### src/rtl/seq_det_param.sv
// ---------------------------------------------------------------------------
// seq_det_param
//
// Parametrised serial pattern detector (Mealy). Watches the serial bit
// stream on x and raises z in the same cycle as the final bit of a
// runtime-programmable pattern of 1..PW bits. The reset defaults
// (pattern 101, length 3, overlapping) match the legacy fixed "101"
// overlapping detector.
//
// Optional feature macro: SEQ_DET_HIT_CNT_EN
//   defined   -> a saturating match counter drives hit_cnt, clr clears it
//   undefined -> no counter register is built, hit_cnt is tied to 0 and
//                clr is ignored
//
// Ports:
//   clk       in   1   rising-edge clock
//   rst       in   1   asynchronous active-high reset
//   en        in   1   sample enable, x is consumed only when en=1
//   x         in   1   serial data bit
//   cfg_load  in   1   one-cycle pulse latching cfg_pat/cfg_len/cfg_ovl
//   cfg_pat   in   PW  pattern, bit [len-1] received first, bit 0 last
//   cfg_len   in   LW  pattern length (0 disables matching, >PW clamps)
//   cfg_ovl   in   1   1 = overlapping matches, 0 = non-overlapping
//   clr       in   1   synchronous clear of hit_cnt
//   z         out  1   match flag, combinational from x
//   hit_cnt   out  CW  saturating match count
// ---------------------------------------------------------------------------
module seq_det_param #(
    parameter int              PW      = 8,
    parameter int              LW      = $clog2(PW + 1),
    parameter int              CW      = 8,
    parameter logic [PW-1:0]   DEF_PAT = PW'(8'b0000_0101),
    parameter int              DEF_LEN = 3,
    parameter bit              DEF_OVL = 1'b1
) (
    input  logic          clk,
    input  logic          rst,
    input  logic          en,
    input  logic          x,
    input  logic          cfg_load,
    input  logic [PW-1:0] cfg_pat,
    input  logic [LW-1:0] cfg_len,
    input  logic          cfg_ovl,
    input  logic          clr,
    output logic          z,
    output logic [CW-1:0] hit_cnt
);

    // fill only needs to reach PW-1, so it is one value short of PW
    localparam int            FW       = $clog2(PW);
    localparam logic [FW-1:0] FILL_MAX = FW'(PW - 1);

    logic [PW-1:0] pat_q;
    logic [LW-1:0] len_q;
    logic          ovl_q;
    logic [PW-2:0] hist_q;
    logic [FW-1:0] fill_q;

    logic [LW-1:0] eff_len;
    logic [PW-1:0] window;
    logic [PW-1:0] len_mask;
    logic          fill_ok;
    logic          match;

    // The candidate window is the stored history with the live bit x
    // appended as bit 0, so a match can be flagged in the same cycle as
    // the final pattern bit. Only the low eff_len bits take part in the
    // comparison, and enough bits must have been accepted since the last
    // restart to fill the upper part of that window.
    always_comb begin
        eff_len  = (len_q > LW'(PW)) ? LW'(PW) : len_q;
        window   = {hist_q, x};
        len_mask = '0;
        for (int i = 0; i < PW; i++) begin
            if (i < int'(eff_len)) begin
                len_mask[i] = 1'b1;
            end
        end
        fill_ok = (eff_len != '0) && (int'(fill_q) >= int'(eff_len) - 1);
        match   = ((window ^ pat_q) & len_mask) == '0;
        z       = ~rst & en & ~cfg_load & fill_ok & match;
    end

    // A config load restarts detection from scratch. In non-overlapping
    // mode a match only needs fill cleared; the stale history is masked
    // out by the fill check until it has been fully overwritten.
    always_ff @(posedge clk or posedge rst) begin
        if (rst) begin
            pat_q  <= DEF_PAT;
            len_q  <= LW'(DEF_LEN);
            ovl_q  <= DEF_OVL;
            hist_q <= '0;
            fill_q <= '0;
        end else if (cfg_load) begin
            pat_q  <= cfg_pat;
            len_q  <= cfg_len;
            ovl_q  <= cfg_ovl;
            hist_q <= '0;
            fill_q <= '0;
        end else if (en) begin
            if (z && !ovl_q) begin
                fill_q <= '0;
            end else begin
                hist_q <= window[PW-2:0];
                fill_q <= (fill_q == FILL_MAX) ? fill_q : fill_q + FW'(1);
            end
        end
    end

`ifdef SEQ_DET_HIT_CNT_EN
    logic [CW-1:0] hit_q;

    // Saturating match counter; clr takes priority over a match.
    always_ff @(posedge clk or posedge rst) begin
        if (rst) begin
            hit_q <= '0;
        end else if (clr) begin
            hit_q <= '0;
        end else if (z && (hit_q != '1)) begin
            hit_q <= hit_q + CW'(1);
        end
    end

    assign hit_cnt = hit_q;
`else
    logic unused_clr;

    assign unused_clr = clr;
    assign hit_cnt    = '0;
`endif

endmodule
### config.mk
export PLATFORM = sky130hd
export DESIGN_NAME = seq_det_param
export DESIGN_NICKNAME = d
export VERILOG_FILES = /design/src/rtl/seq_det_param.sv
export SDC_FILE = /design/constraint.sdc
export NUM_CORES = 1
export LEC_CHECK = 0
export ABC_AREA = 1
export BUFFER_PORTS_ARGS = -buffer_cell sky130_fd_sc_hd__buf_2
export CAP_MARGIN = 25
export CORE_UTILIZATION = 50
export CTS_CLUSTER_DIAMETER = 30
export DETAILED_ROUTE_END_ITERATION = 16
export PLACE_DENSITY = 0.71
export SYNTH_ARGS = -nofsm -noshare
export SYNTH_HDL_FRONTEND = slang
export SYNTH_SLANG_ARGS = --single-unit
### constraint.sdc
create_clock -name clk -period 3.1 [get_ports clk]
set_clock_uncertainty 0.2 [all_clocks]
set_input_delay 0.155 -clock clk [delete_from_list [all_inputs] [get_ports clk]]
set_output_delay 0.155 -clock clk [all_outputs]
set_load 0.02 [all_outputs]
==> metrics.txt, run 1 <==
status=finished clean; via count=approximately 1200; Placement Rows=19; max-slew violation count=0; drt first-iter violations=17; share of cells above drive strength 1=18.7%; minimum clock period=approximately 2.9 ns; worst path required time=2.74 ns; drt wl/cell=approximately 11 µm; unrepaired setup endpoints after global routing=false; Chip Width=56.5 µm; crit path DAT=approximately 2.5 ns; final wirelength=2840 µm; placed instance count=~240; Max clock buf depth=2; HPWL Detailed=approximately 2000 µm; via/cell ratio=between 4 and 5; Starting Density=between 50% and 60%; fin crit share=between 90% and 100%; CP startpoint kind=flop; hold_ws=~0.055 ns; clk sink count=23; Inserted Clock Buffers=3; die area=between 3000 and 4000 µm²; Max-Cap Viols=0; Critical Path End Type=primary output; Die Span Y=approximately 57 µm; H-tree Lvls=1; boundary pin count=28; R2R Setup Slk=0.50 ns; cells after synthesis=a little under 200; Pre-antenna DRT Iters=4; Reg power frac=53.1%; Ys Warns=0; Antenna diodes=0; area grow syn2layout=16.8%; f_max=350 MHz; antenna violations before repair=0; GRT overflow=0; port bufs=18; Avg Inst Size Synth=7.58 µm²; worst hold stages=3; Final #Nets=between 200 and 300; Reg2Reg Depth=14; switch share=between 30% and 40%; first-pass GRT wire length=4880 µm; peak fanout along the critical path=4; Finished Layout Cells=261; Final Hold Vio Count=0; setup_tns=0 ns; Detail Route Antenna Nets=0; NetSw=just over 0.2 mW; largest net degree at the start of global routing=29; worst vdd ir=between 200 and 300 µV; Clk pin slew, worst setup/hold paths=0.13 ns; CTS tree=done; vias in the first global route=approximately 1200; Setup-failing EPs final=0; GP Congestion=between 0.9 and 1; Gate power share=about 25%; Clk Latency, worst-skew pair=0.32 ns; worst min path class=primary input to flop; class of the most critical setup path=flop to primary output; Power Density=between 300 and 400 nW/µm²; Post-route DRC=0; Cell Area, Synth=about 1500 µm²; core box area=~2800 µm²; Int Pwr=~0.44 mW; Seq cells post-synth=23; clock root buffer=clkbuf_4; Synth cell types=28; sequential area share after synthesis=between 30% and 40%; GRT Overall Usage=19.7%; part of the power in the clock network=between 20% and 30%; Static Leakage=approximately 0.92 nW
-- metal layers --
metal  track usage (%)  up-vias  share of wire (%)
met1              25.9      533                 47
met4              8.36        0                1.9
li1                  -      652                  -
met3              2.07        7                4.2
met5                 0        -                  0
met2              32.9       38                 47
-- worst max-delay path, cell delays in order, from the launching register on --
cell     delay, ns
dfstp_2       0.55
inv_1         0.05
nor2_1        0.17
inv_1         0.09
ha_1          0.26
xor2_1        0.18
ha_1          0.27
nand2_1       0.05
nand2_1       0.07
nand2_2       0.07
nor2_4        0.13
and2_1        0.14
buf_2         0.16
-- power by group through the flow --
stage | registers [mW] | logic, mW | clock network [mW]
after CTS | 0.341 | 0.159 | 0.147
after detailed placement | 0.346 | 0.143 | 0
final | 0.341 | 0.158 | 0.143
after floorplan | 0.343 | 0.120 | 0
after global placement | 0.346 | 0.137 | 0
after global routing | 0.344 | 0.181 | 0.160
-- metrics by stage --
stage	instance area, µm²	worst slack (ns)	utilization (%)	total power, mW
finish	1740	0.241	62.4	0.642
global route	1740	0.0633	62.4	0.686
CTS	1740	0.211	62.4	0.647
detailed placement	1550	0.501	55.7	0.489
global placement	1550	0.568	55.7	0.482
floorplan	1510	0.690	-	0.462
-- cells in the final DEF (no fill, tap or decap), types with 2 or more instances in the layout --
cell / n
o21ai_1: 4
dfrtp_1: 18
conb_1: 8
nor2_1: 5
ha_1: 8
nand4_1: 3
nor2_4: 2
xor2_1: 2
nand3_1: 7
o21ai_2: 3
nand2_1: 70
dfstp_2: 5
dlygate4sd3_1: 16
buf_2: 18
inv_1: 29
clkbuf_4: 3
nand2_2: 4
o21ai_0: 13
a21oi_1: 2
-- area by class of cell --
cell class              count  area (µm²)
multi-input cells         137         709
inverters                  31         121
flip-flops and latches     23         582
well taps                  31        38.8
repair buffers             35         258
fillers                   253        1050
clock buffers               4        26.3
-- worst paths after layout --
| kind | startpoint | to |
|---|---|---|
| worst min-delay path | cfg_load | ovl_q |
| max in group asynchronous | rst | pat_q[2] |
| min in group asynchronous | rst | len_q[3] |
| worst min register to register | pat_q[0] | pat_q[0] |
| worst max register to register | len_q[0] | hist_q[5] |
| worst max-delay path | len_q[0] | z |
-- flip-flops by register name (all words and copies together) (netlist names) --
signal,cells
pat_q,8
fill_q,3
len_q,4
ovl_q,1
hist_q,7
-- repair_timing --
item	4_1_cts	5_1_grt
setup buffers	0	0
hold endpoints to repair	40	0
gates resized for setup	0	0
setup endpoints to repair	0	0
hold buffers	16	0
-- logic make-up (layout without fill, tap and decap cells) --
logic type                 after synthesis  after routing  share of synthesized area [%]
DFF                                     23             23                           39.2
and+or+nand+nor                         97             97                           29.7
other                                    1              8                          0.252
adders and majority gates                8              8                           6.74
buffers and inverters                   43             70                           14.8
xor gates and xnor gates                 2              2                           1.18
AOI/OAI and AO/OA                       22             22                           8.17
-- Yosys cell counts (all sizes together) --
library cell  instances  area (µm²)
clkbuf                2        7.51
inv                  30         113
nor3                  1        10.0
and2                  1        6.26
nor2                  8        47.6
clkinv                1        8.76
xor2                  2        17.5
buf                  10        91.3
a21oi                 2        10.0
conb                  1        3.75
ha                    8         100
dfstp                 5         131
dfrtp                18         450
nand2                75         299
nand4                 3        18.8
nand3                 8        52.6
or2                   1        6.26
o21ai                20         111
No activity file was read; power rests on OpenSTA's default activity.
==> run 2: changes to the inputs <==
CORE_ASPECT_RATIO = 0.8   (was default)
==> metrics.txt, run 2 (same netlist as run 1, synthesis figures left out) <==
Power Density=393 nW/µm² (+6.1%); GRT overflow=0 (unchanged); Pre-antenna DRT Iters=4 (unchanged); fin crit share=90.9% (-1.3 points); Post-CTS Setup Inserts=0 (unchanged); R2R Setup Slk=0.44 ns (-0.06 ns); clk sink count=23 (unchanged); Starting Density=53.3% (-0.096 points); worst min path class=primary input to flop; Setup WS pre-CTS=0.473 ns (-0.0284 ns); largest registers=pat_q (8), hist_q (7), len_q (4); final wirelength=3010 µm (+6.1%); CTS tree=done; Critical Path End Type=primary output; vias in the first global route=1216 (+4.6%); max reg flops=8 (unchanged); die area=3190 µm² (about the same); commonest cells after routing, fill and taps aside=nand2_1 (70), inv_1 (29), dfrtp_1 (18), buf_2 (18), dlygate4sd3_1 (16); class of the most critical setup path=flop to primary output; f_max=355 MHz (+1.4%); antenna violations before repair=0 (unchanged); peak fanout along the critical path=4 (unchanged); Placement Rows=17 (-2); worst vdd ir=335 µV (+18%); Antenna diodes=0 (unchanged); minimum clock period=2.82 ns (-0.0405 ns); Detail Route Antenna Nets=0 (unchanged); Largest Register=pat_q; Chip Width=62.9 µm (+11%); boundary pin count=28 (unchanged); Max-Cap Viols=0 (unchanged); Setup-failing EPs final=0 (unchanged); CP startpoint kind=flop; port bufs=18 (unchanged); Max clock buf depth=2 (unchanged); Clk pin slew, worst setup/hold paths=0.08 ns (-0.05 ns); fillcell total=253 (unchanged); HPWL Detailed=2100 µm (+3.3%); drt first-iter violations=37 (+20); Final Hold Vio Count=0 (unchanged); max-slew violation count=0 (unchanged); status=finished clean; unrepaired setup endpoints after global routing=false; largest net degree at the start of global routing=29 (unchanged); core box area=2790 µm² (+0.18%); Final #Nets=258 (unchanged); clock root buffer=clkbuf_8; GRT Overall Usage=21.7% (+1.9 points); crit path DAT=2.46 ns (-0.04 ns); most common cell after layout, fill and taps aside=nand2_1; first-pass GRT wire length=5150 µm (+5.7%); Clk Latency, worst-skew pair=0.27 ns (-0.05 ns); via count=1245 (+1.2%); Post-route DRC=0 (unchanged); worst path required time=2.74 ns (about the same); Inserted Clock Buffers=3 (unchanged); Die Span Y=50.7 µm (-10%); share of cells above drive strength 1=18.7% (unchanged); setup_tns=0 ns (unchanged); H-tree Lvls=1 (unchanged); drt wl/cell=11.2 µm (+3.4%); GP Congestion=0.825 (-9.7%); Static Leakage=0.928 nW (+0.84%); area grow syn2layout=18.7%; via/cell ratio=4.65 (-1.4%); Final WS setup=0.282 ns (+0.0405 ns)
-- run 2: through the flow --
step	cells	area (µm²)	total power, mW	hold slack [ns]	util (%)
3_3_place_gp	248	1560	0.483	0.0777	55.9
6_report	268	1760	0.692	0.121	63.3
4_1_cts	268	1760	0.696	0.111	63.3
5_1_grt	268	1760	0.734	0.141	63.3
3_5_place_dp	248	1560	0.491	0.0892	55.9
2_1_floorplan	203	1510	0.462	-0.0381	-
-- run 2: timing repair --
action / CTS / global route
hold buffers: 16 / 0
resized for setup: 0 / 0
endpoints found under the hold margin: 35 / 0
-- run 2: routing by layer --
metal / track usage (%) / part of all wire, % / wire length, µm / vias up
met1: 24.7 / 46 / 1390 / 551
met2: 38.9 / 48 / 1430 / 38
met5: 0 / 0 / 0 / -
met3: 5.45 / 5.0 / 152 / 5
met4: 8.53 / 1.3 / 38 / 0
li1: - / - / - / 651
-- run 2: worst max-delay path, stage by stage, from the launching register on --
cell and delay, ns:
dfstp_2 0.53, inv_1 0.04, nor2_1 0.18, inv_1 0.10
ha_1 0.26, xor2_1 0.19, ha_1 0.28, nand2_1 0.05
nand2_1 0.07, nand2_2 0.07, nor2_4 0.13, and2_1 0.13
buf_2 0.15
-- run 2: cell type report --
type                            instances  area, µm²  area share (%)
Timing Repair Buffer                   35        258            14.6
Tap cell                               38       47.5            2.70
Clock buffer                            4       45.0            2.56
Sequential cell                        23        582            33.0
Inverter                               31        121            6.88
Multi-Input combinational cell        137        709            40.2
-- run 2: report_power, final --
group          total [mW]  switching (mW)  internal, mW
Sequential          0.341          0.0163         0.325
Combinational       0.160          0.0973        0.0628
Clock               0.191          0.0991        0.0921
-- run 2: path summary, 6_finish.rpt --
path                       depth (start not counted)  startpoint         to
setup / recovery                                  12    len_q[0]          z
hold / removal                                     3    cfg_load   pat_q[0]
setup reg to reg                                  14    len_q[0]  hist_q[5]
hold reg to reg                                    2    len_q[0]   len_q[0]
max in group asynchronous                          4         rst   pat_q[0]
min in group asynchronous                          4         rst  hist_q[6]
==> run 3: changes to the inputs <==
ABC_AREA = 0   (was 1)
PLACE_DENSITY = 0.72   (was 0.71)
==> metrics.txt, run 3 <==
vias in the first global route=822 (-32%); worst vdd ir=292 µV (-13%); leading area contributor after synthesis=dfrtp_1; commonest cells in the netlist=dfrtp_1 (18), mux2_2 (13), mux2i_1 (9); largest family of logic cells by synthesized area=multiplexers; core box area=2480 µm² (-11%); via count=897 (-28%); first-pass GRT wire length=3680 µm (-29%); GRT Overall Usage=18.3% (-3.4 points); clk sink count=23 (unchanged); area grow syn2layout=20.4%; port bufs=18 (unchanged); Seq cells post-synth=23 (unchanged); hold_ws=0.0284 ns (-0.0925 ns); Starting Density=53.4% (+0.077 points); Post-route DRC=0 (unchanged); Final Hold Vio Count=0 (unchanged); Antenna diodes=0 (unchanged); area post-placement=1420 µm² (-8.9%); H-tree Lvls=1 (unchanged); final wirelength=2200 µm (-27%); Placement Rows=16 (-1); cells after synthesis=113 (-42%); total chip power=0.627 mW (-9.5%); Synth area leaders=dfrtp_1 (34%), mux2_2 (11%), dfstp_2 (9.9%), ha_1 (7.6%), mux2i_1 (6.8%); worst path required time=2.74 ns (about the same); die area=2860 µm² (-10%); commonest cells after routing, fill and taps aside=dfrtp_1 (18), buf_2 (18), dlygate4sd3_1 (15), mux2_2 (13), mux2i_1 (9); Final #Nets=176 (-32%); clock root buffer=clkbuf_4; boundary pin count=28 (unchanged); fin crit share=88.7% (-2.2 points); Post-Synth Simple-Gate Area=8.03% (-22 points); GRT overflow=0 (unchanged); Critical Path End Type=primary output; mux share of post-synthesis cell area=17.8% (+18 points); Clk Latency, worst-skew pair=0.30 ns (+0.03 ns); Hold Startpoint=en; class of the most critical setup path=flop to primary output; setup_tns=0 ns (unchanged); Power Density=393 nW/µm² (about the same); peak fanout along the critical path=11 (+7); top-area cell type share of the netlist area=34.0% (+3.7 points); CTS tree=done; Static Leakage=0.774 nW (-17%); drt wl/cell=12.0 µm (+6.6%); PostCTS Resize Cnt=0 (unchanged); status=finished clean; worst min path class=primary input to flop; share of cells above drive strength 1=29.7% (+11 points); CP startpoint kind=flop; Inserted Clock Buffers=3 (unchanged); minimum clock period=2.75 ns (-0.0679 ns); sequential area share after synthesis=43.9% (+4.7 points); Clk pin slew, worst setup/hold paths=0.12 ns (+0.04 ns); Finished Layout Cells=184 (-31%); Final Cell Area=1600 µm² (-9.5%); max reg flops=8 (unchanged); HPWL Detailed=1660 µm (-21%); max-slew violation count=0 (unchanged); fraction of registers with async set or reset after synthesis=100% (unchanged); Worst Setup SP=len_q[3]; antenna violations before repair=0 (unchanged); crit path DAT=2.40 ns (-0.06 ns); Final WS setup=0.350 ns (+0.0679 ns); Detail Route Antenna Nets=0 (unchanged); Post-synth top flop=dfrtp_1; Die Span Y=48.0 µm (-5.3%); GP Congestion=0.751 (-9.1%); largest registers=pat_q (8), hist_q (7), len_q (4); Setup-failing EPs final=0 (unchanged); Ys Warns=0 (unchanged); Largest Register=pat_q; Cell Area, Synth=1330 µm² (-11%); Max-Cap Viols=0 (unchanged); worst r2r src=len_q[3]; most common cell in the netlist=dfrtp_1; Least-Margin Pin Slew=between 0.6 and 0.7 ns; via/cell ratio=4.88 (+4.9%); Avg Inst Size Synth=11.7 µm² (+55%); Synth cell types=29 (+3.6%); Chip Width=59.6 µm (-5.4%); Slew HR=between 50% and 60%; drt first-iter violations=20 (-46%); largest net degree at the start of global routing=24 (-17%); Pre-antenna DRT Iters=2 (-2); f_max=364 MHz (+2.5%); Max clock buf depth=2 (unchanged); Setup WS pre-CTS=0.389 ns (-0.0836 ns); post-synthesis adder-cell area fraction=7.55% (+0.81 points); Post-Synth XOR/XNOR Area=6.61% (+5.4 points); Synth Area in Compound Gates=8.69% (+0.52 points); unrepaired setup endpoints after global routing=false; placed instance count=165 (-33%); Post-synth EDFFs=0 (unchanged); fin util=64.3% (+1.0 points)
==> run 3: metal layers <==
metal  track usage, %  part of all wire [%]  vias up
met1             23.1                    48      426
met3             5.68                   4.0        2
met4             4.19                  0.59        0
met2             31.5                    48       23
met5                0                     0        -
li1                 -                     -      446
==> run 3: layout make-up <==
| class | count | area, µm² |
|---|---|---|
| fill | 210 | 887 |
| clock buffer | 4 | 26.3 |
| timing repair buffer | 34 | 248 |
| sequential | 23 | 582 |
| tap | 36 | 45.0 |
| multi-input combinational | 82 | 676 |
| inverter | 5 | 18.8 |
==> run 3: cell families after synthesis <==
family | Yosys count
xor+xnor | 10
compound gates | 12
flops | 23
simple gates | 22
other cells | 1
fa+ha+maj | 8
buf+inv | 15
mux | 22
==> run 3: critical path, cell delays in order, from the launching register on <==
cell      delay (ns)
dfrtp_1         0.51
nand2b_1        0.23
ha_1            0.30
ha_1            0.28
a21o_1          0.16
a21oi_1         0.33
nor3_1          0.10
buf_2           0.17
==> run 3: path summary, 6_finish.rpt <==
check,endpoint,slack [ns],cells after the start
min in group asynchronous,fill_q[0],0.25,4
worst min-delay path,hist_q[0],0.03,3
worst min register to register,pat_q[6],0.34,1
max in group asynchronous,pat_q[2],2.17,4
worst max-delay path,z,0.35,7
worst max register to register,hist_q[3],0.36,7
==> run 3: repair_timing <==
item                      4_1_cts  5_1_grt
hold endpoints to repair       37        0
hold buffers                   15        0
buffers inserted                0        0
==> run 3: power by group <==
part | total (mW) | internal (mW) | switching, mW
Sequential | 0.348 | 0.326 | 0.0221
Clock | 0.135 | 0.0502 | 0.0847
Combinational | 0.143 | 0.0751 | 0.0681
